$ cat config.mk
export PLATFORM = sky130hd
export DESIGN_NAME = mp_add_seq
export DESIGN_NICKNAME = d
export VERILOG_FILES = /design/src/rtl/mp_add_pkg.sv /design/src/rtl/mp_add_seq.sv
export SDC_FILE = /design/constraint.sdc
export NUM_CORES = 2
export LEC_CHECK = 0
export ABC_AREA = 1
export CORE_AREA = 10 10 370 372
export CTS_CLUSTER_SIZE = 8
export DETAILED_ROUTE_END_ITERATION = 8
export DIE_AREA = 0 0 380 382
export PLACE_DENSITY_LB_ADDON = 0.2
export SLEW_MARGIN = 40
export SYNTH_ARGS = -nofsm -noshare
export SYNTH_HDL_FRONTEND = slang
export SYNTH_SLANG_ARGS = --single-unit
export TNS_END_PERCENT = 100
$ cat constraint.sdc
create_clock -name clk -period 2.25 [get_ports clk]
set_input_delay 0.5625 -clock clk [delete_from_list [all_inputs] [get_ports clk]]
set_output_delay 0.5625 -clock clk [all_outputs]
set_load 0.01 [all_outputs]
$ cat src/rtl/mp_add_pkg.sv
// Shared definitions for the multi-precision add sequencer: FSM states and
// default operand geometry.
package mp_add_pkg;

  localparam int N_DEF     = 64;
  localparam int WORDS_DEF = 4;
  localparam int W         = N_DEF * WORDS_DEF;

  typedef enum logic [1:0] {
    IDLE = 2'd0,
    RUN  = 2'd1,
    DONE = 2'd2
  } state_e;

endpackage : mp_add_pkg

$ cat src/rtl/mp_add_seq.sv
// Multi-precision add sequencer: walks W-bit operands through an external
// N-bit adder one word per cycle (LSW first), chaining carries, then returns
// the W-bit sum with carry/overflow/negative/zero flags.
module mp_add_seq
  import mp_add_pkg::*;
#(
  parameter int N     = N_DEF,
  parameter int WORDS = WORDS_DEF
) (
  input  logic                 clk,
  input  logic                 rst,
  input  logic                 in_valid,
  output logic                 in_ready,
  input  logic [N*WORDS-1:0]   op_a,
  input  logic [N*WORDS-1:0]   op_b,
  input  logic                 op_cin,
  input  logic                 op_signed,
  output logic [N-1:0]         add_a,
  output logic [N-1:0]         add_b,
  output logic                 add_cin,
  output logic                 add_signed_en,
  input  logic [N-1:0]         add_sum,
  input  logic                 add_cout,
  output logic                 out_valid,
  input  logic                 out_ready,
  output logic [N*WORDS-1:0]   result,
  output logic                 carry_out,
  output logic                 overflow,
  output logic                 negative,
  output logic                 zero
);

  localparam int IW = (WORDS > 1) ? $clog2(WORDS) : 1;
  localparam logic [IW-1:0] LAST_IDX = IW'(WORDS - 1);

  state_e                    state_q, state_d;
  logic [IW-1:0]             idx_q, idx_d;
  logic [WORDS-1:0][N-1:0]   a_q, a_d;
  logic [WORDS-1:0][N-1:0]   b_q, b_d;
  logic [WORDS-1:0][N-1:0]   res_q, res_d;
  logic                      signed_q, signed_d;
  logic                      carry_q, carry_d;
  logic                      zacc_q, zacc_d;
  logic                      in_ready_q, in_ready_d;
  logic                      out_valid_q, out_valid_d;
  logic                      carry_out_q, carry_out_d;
  logic                      overflow_q, overflow_d;
  logic                      negative_q, negative_d;
  logic                      zero_q, zero_d;

  logic                      running;
  logic                      a_msb, b_msb;

  assign running = (state_q == RUN);
  assign a_msb   = a_q[WORDS-1][N-1];
  assign b_msb   = b_q[WORDS-1][N-1];

  // The adder is only ever used in raw mode; the word mux parks at zero
  // outside RUN so the shared adder sees quiet inputs.
  assign add_a         = running ? a_q[idx_q] : '0;
  assign add_b         = running ? b_q[idx_q] : '0;
  assign add_cin       = running ? carry_q    : 1'b0;
  assign add_signed_en = 1'b0;

  always_comb begin
    // NOTE: every *_d starts from its current value so no path through the
    // case statement leaves a variable unassigned (which would infer a latch).
    state_d     = state_q;
    idx_d       = idx_q;
    a_d         = a_q;
    b_d         = b_q;
    res_d       = res_q;
    signed_d    = signed_q;
    carry_d     = carry_q;
    zacc_d      = zacc_q;
    in_ready_d  = in_ready_q;
    out_valid_d = out_valid_q;
    carry_out_d = carry_out_q;
    overflow_d  = overflow_q;
    negative_d  = negative_q;
    zero_d      = zero_q;

    unique case (state_q)
      IDLE: begin
        if (in_valid && in_ready_q) begin
          a_d        = op_a;
          b_d        = op_b;
          signed_d   = op_signed;
          carry_d    = op_cin;
          idx_d      = '0;
          zacc_d     = 1'b1;
          in_ready_d = 1'b0;
          state_d    = RUN;
        end
      end

      RUN: begin
        res_d[idx_q] = add_sum;
        carry_d      = add_cout;
        zacc_d       = zacc_q & (add_sum == '0);
        if (idx_q == LAST_IDX) begin
          // The top word is on the adder this cycle, so its sum MSB is the
          // result MSB and add_cout is the whole-operand carry.
          carry_out_d = add_cout;
          overflow_d  = signed_q ? ((a_msb == b_msb) && (add_sum[N-1] != a_msb))
                                 : add_cout;
          negative_d  = signed_q & add_sum[N-1];
          zero_d      = zacc_q & (add_sum == '0);
          out_valid_d = 1'b1;
          state_d     = DONE;
        end else begin
          idx_d = idx_q + 1'b1;
        end
      end

      DONE: begin
        if (out_ready) begin
          out_valid_d = 1'b0;
          in_ready_d  = 1'b1;
          state_d     = IDLE;
        end
      end

      default: begin
        state_d     = IDLE;
        in_ready_d  = 1'b1;
        out_valid_d = 1'b0;
      end
    endcase
  end

  // NOTE: the result and operand registers are reset along with the control
  // state, so a dropped transaction never leaves stale data on the outputs.
  always_ff @(posedge clk) begin
    // NOTE: non-blocking assignments only, so every flop samples the values
    // from before this edge regardless of statement order.
    if (rst) begin
      state_q     <= IDLE;
      idx_q       <= '0;
      a_q         <= '0;
      b_q         <= '0;
      res_q       <= '0;
      signed_q    <= 1'b0;
      carry_q     <= 1'b0;
      zacc_q      <= 1'b0;
      in_ready_q  <= 1'b1;
      out_valid_q <= 1'b0;
      carry_out_q <= 1'b0;
      overflow_q  <= 1'b0;
      negative_q  <= 1'b0;
      zero_q      <= 1'b0;
    end else begin
      state_q     <= state_d;
      idx_q       <= idx_d;
      a_q         <= a_d;
      b_q         <= b_d;
      res_q       <= res_d;
      signed_q    <= signed_d;
      carry_q     <= carry_d;
      zacc_q      <= zacc_d;
      in_ready_q  <= in_ready_d;
      out_valid_q <= out_valid_d;
      carry_out_q <= carry_out_d;
      overflow_q  <= overflow_d;
      negative_q  <= negative_d;
      zero_q      <= zero_d;
    end
  end

  assign in_ready  = in_ready_q;
  assign out_valid = out_valid_q;
  assign result    = res_q;
  assign carry_out = carry_out_q;
  assign overflow  = overflow_q;
  assign negative  = negative_q;
  assign zero      = zero_q;

endmodule : mp_add_seq
==> out/results.tsv <==
stage	metric	value	unit
clock_tree	holdBufCountCts	0	
clock_tree	clock-sinks	781	
synth	synth_adder_area_share	0.00159	
power_and_ir_drop	ir_worst_vdd	634	µV
clock_tree	path_clk_slew	60	ps
sta	final_max_slew_viol_count	0	
worst_hold_path	hold_path_class	input pin to flip-flop	
synth	syn_inst	4475	
detailed_routing	drtAntennaViolNets	0	
synth	syn_area	0.0316	mm²
synth	ys_ff_latch	781	
synth	syn-num-nets	5062	
detailed_routing	drtIter0Drc	2419	
synth	synth_seq_area_share	0.496	
setup_path	cpPeakStageDelay	370	ps
synth	synth_xor_area_frac	0	
detailed_routing	wl_per_cell	22.6	µm
sta	post-route-period-util	1.28	
outcome	violations	negative setup slack	
placement	dp_hpwl	118	mm
grt	grt.total_usage	0.215	
clock_tree	insertion_delay	710	ps
floorplan	core_area	0.129	mm²
setup_path	critical_path_class	flip-flop to output port	
setup_path	critPathLaunchType	flip-flop	
synth	muxShareOfSynthArea	0	
floorplan	die_area	0.145	mm²
setup_path	startpoint	idx_q[0]$_SDFFE_PP0P_	
sta	max_freq	348	MHz
flow_run	maxCapViolations	0	
synth	synth_warnings	0	
floorplan	die_h	382	µm
setup_path	crit_top_cell	buf_12	
floorplan	rows	132	
synth	yosysUniqueCellTypes	24	
sta	setup_viol	129	
layout	final_common_cell	nor2_1	
outcome	status	complete, but fails checks	
worst_hold_path	whs_path_depth	4	
detailed_routing	dr.pass1.iters	5	
synth	synth_edf_count	0	
grt	grt_max_degree	86	
detailed_routing	vias_per_cell	4.70	
layout	areaGrowthSynthToFinish	57.8	%
placement	pre_cts_ws	-523	ps
sta	tightest_slew	550	ps
clock_tree	cts.path.max_buffers	3	
grt	grt_pass1_wl	237	mm
detailed_routing	dr_total_vias	34381	
detailed_routing	wl	166	mm
layout	drive_gt1_frac	0.130	
worst_hold_path	min_to	zero$_SDFFE_PP0P_	
setup_path	crit_arrival	2310	ps
detailed_routing	post-route-drc-count	0	
sta	maxSlewHeadroom	0.631	
grt	grt_pass1_vias	33900	
sta	rsz0062_at_grt	yes	
power_and_ir_drop	p_leak	21.3	nW
synth	synth-compound-area-share	0.189	
placement	placed_cells	7107	
setup_path	r2r_end	result[72]$_SDFFE_PP0P_	
clock_tree	clockRootBuffer	clkbuf_16	
power_and_ir_drop	pwr_density_cell	778	mW/mm²
setup_path	r2r_setup_slack	70	ps
grt	overflow	0	
placement	io_buffers	973	
layout	final_cell_mix	nor2_1 (1618), dfxtp_1 (778), clkdlybuf4s50_1 (715)	
clock_tree	cts_buffers	109	
clock_tree	cts_tree	done	
floorplan	io_pins	975	
synth	synth-simple-area-share	0.259	
sta	fin_crit	2870	ps
setup_path	crit_fanout	7	
floorplan	start_util	0.244	
synth	synth_top_family_by_area	simple AND/OR/NAND/NOR gates	
sta	hold_viol_final	0	
setup_path	cp-end-kind	output port	
sta	holdWs	287	ps
setup_path	r2r-start	idx_q[0]$_SDFFE_PP0P_	
layout	nets	6131	
synth	synth_flop_cell	dfxtp_1	
sta	finalClockSkew	25.0	ps
synth	synth.avg_cell_area	7.05	µm²
synth	async_flop_share	0	
setup_path	critical_path.cell_chain	buf_12 -> buf_16 -> buf_12 -> buf_12 -> buf_8 -> nor2_1 -> nor2_1 -> o21ai_1 -> a21oi_1 -> buf_2	
setup_path	worst_r2r_path_depth	10	
placement	gp_congestion	0.872	
layout	final_cells	7321	
setup_path	crit_family	buffers and inverters	
setup_path	required	1690	ps
clock_tree	htree_levels	3	
sta	setup_ws	-624	ps
floorplan	die_width	380	µm
setup_path	critPathBufInv	6	
setup_path	crit_slowest_cell	dfxtp_4	
worst_hold_path	min_from	rst	
grt	antenna_found_initial	48	
## layer usage
metal / up-vias / GRT usage / routed length (µm) / part of all wire
li1: 16743 / - / - / -
met1: 16229 / 0.250 / 66000 / 0.40
met2: 1115 / 0.367 / 80000 / 0.48
met3: 254 / 0.0759 / 14000 / 0.085
met4: 40 / 0.0700 / 5350 / 0.032
met5: - / 0 / 250 / 0.0015
## registers in the layout, summed over array words and instances, names as in the netlist, 2 cells and up
name,flops
a_q,255
b_q,255
idx_q,2
result,256
state_q,2
## metrics by stage
step	setup TNS, ps	power, mW	cell area [µm²]	utilization
after global placement	-31350	23.3	45300	0.350
after floorplan	0	19.1	31600	-
after global routing	-81990	40.5	49800	0.385
after detailed placement	-33520	23.3	45300	0.350
after CTS	-80610	38.8	48800	0.378
final	-65140	38.7	49800	0.385
## Yosys cell counts, drive strengths merged, types with 2 or more instances
library cell | count | area, µm²
a21oi | 348 | 1740
buf | 182 | 932
clkbuf | 191 | 717
dfxtp | 781 | 15600
ha | 4 | 50.1
inv | 27 | 101
nand2 | 231 | 877
nand3 | 198 | 996
nand4 | 2 | 12.5
nor2 | 1667 | 6260
nor3 | 2 | 10.0
o211ai | 2 | 15.0
o21ai | 837 | 4190
## tightest hold or removal path, stage by stage
cell,delay (ps)
buf_6,100
inv_8,100
o21ai_0,120
a21oi_1,40
## final cells by class
type / count / area, µm²
antenna: 24 / 60.1
clock buffer: 113 / 2770
clock inverter: 9 / 121
fill: 13595 / 79400
inverter: 27 / 143
multi-input combinational: 3294 / 14600
sequential: 781 / 15600
tap: 1742 / 2180
timing repair buffer: 1330 / 14200
timing repair inverter: 1 / 8.76
## report_power, final
part / internal [mW] / switching [mW] / total, mW
Combinational: 3.79 / 4.38 / 8.17
Sequential: 14.9 / 0.669 / 15.6
Clock: 8.62 / 6.31 / 14.9
## worst max path at each step
stage	end	cells after the start
finish	add_a[14]	10
global route	add_a[14]	10
CTS	add_a[54]	9
detailed placement	zacc_q$_SDFFE_PP0P_	8
global placement	add_b[32]	6
floorplan	result[54]$_SDFFE_PP0P_	9
## timing repair
| item | 4_1_cts | 5_1_grt |
|---|---|---|
| endpoints found under the setup margin | 239 | 257 |
| cloned | 18 | 4 |
| gates resized for setup | 632 | 368 |
| pin swaps | 69 | 93 |
| setup buffers | 27 | 20 |
## kinds of logic after synthesis
| family | after synthesis |
|---|---|
| and+or+nand+nor | 2101 |
| AOI/OAI and AO/OA | 1188 |
| DFF | 781 |
| buffers and inverters | 400 |
| adders and majority gates | 4 |
| other | 1 |
(Power assumes the default switching activity.)
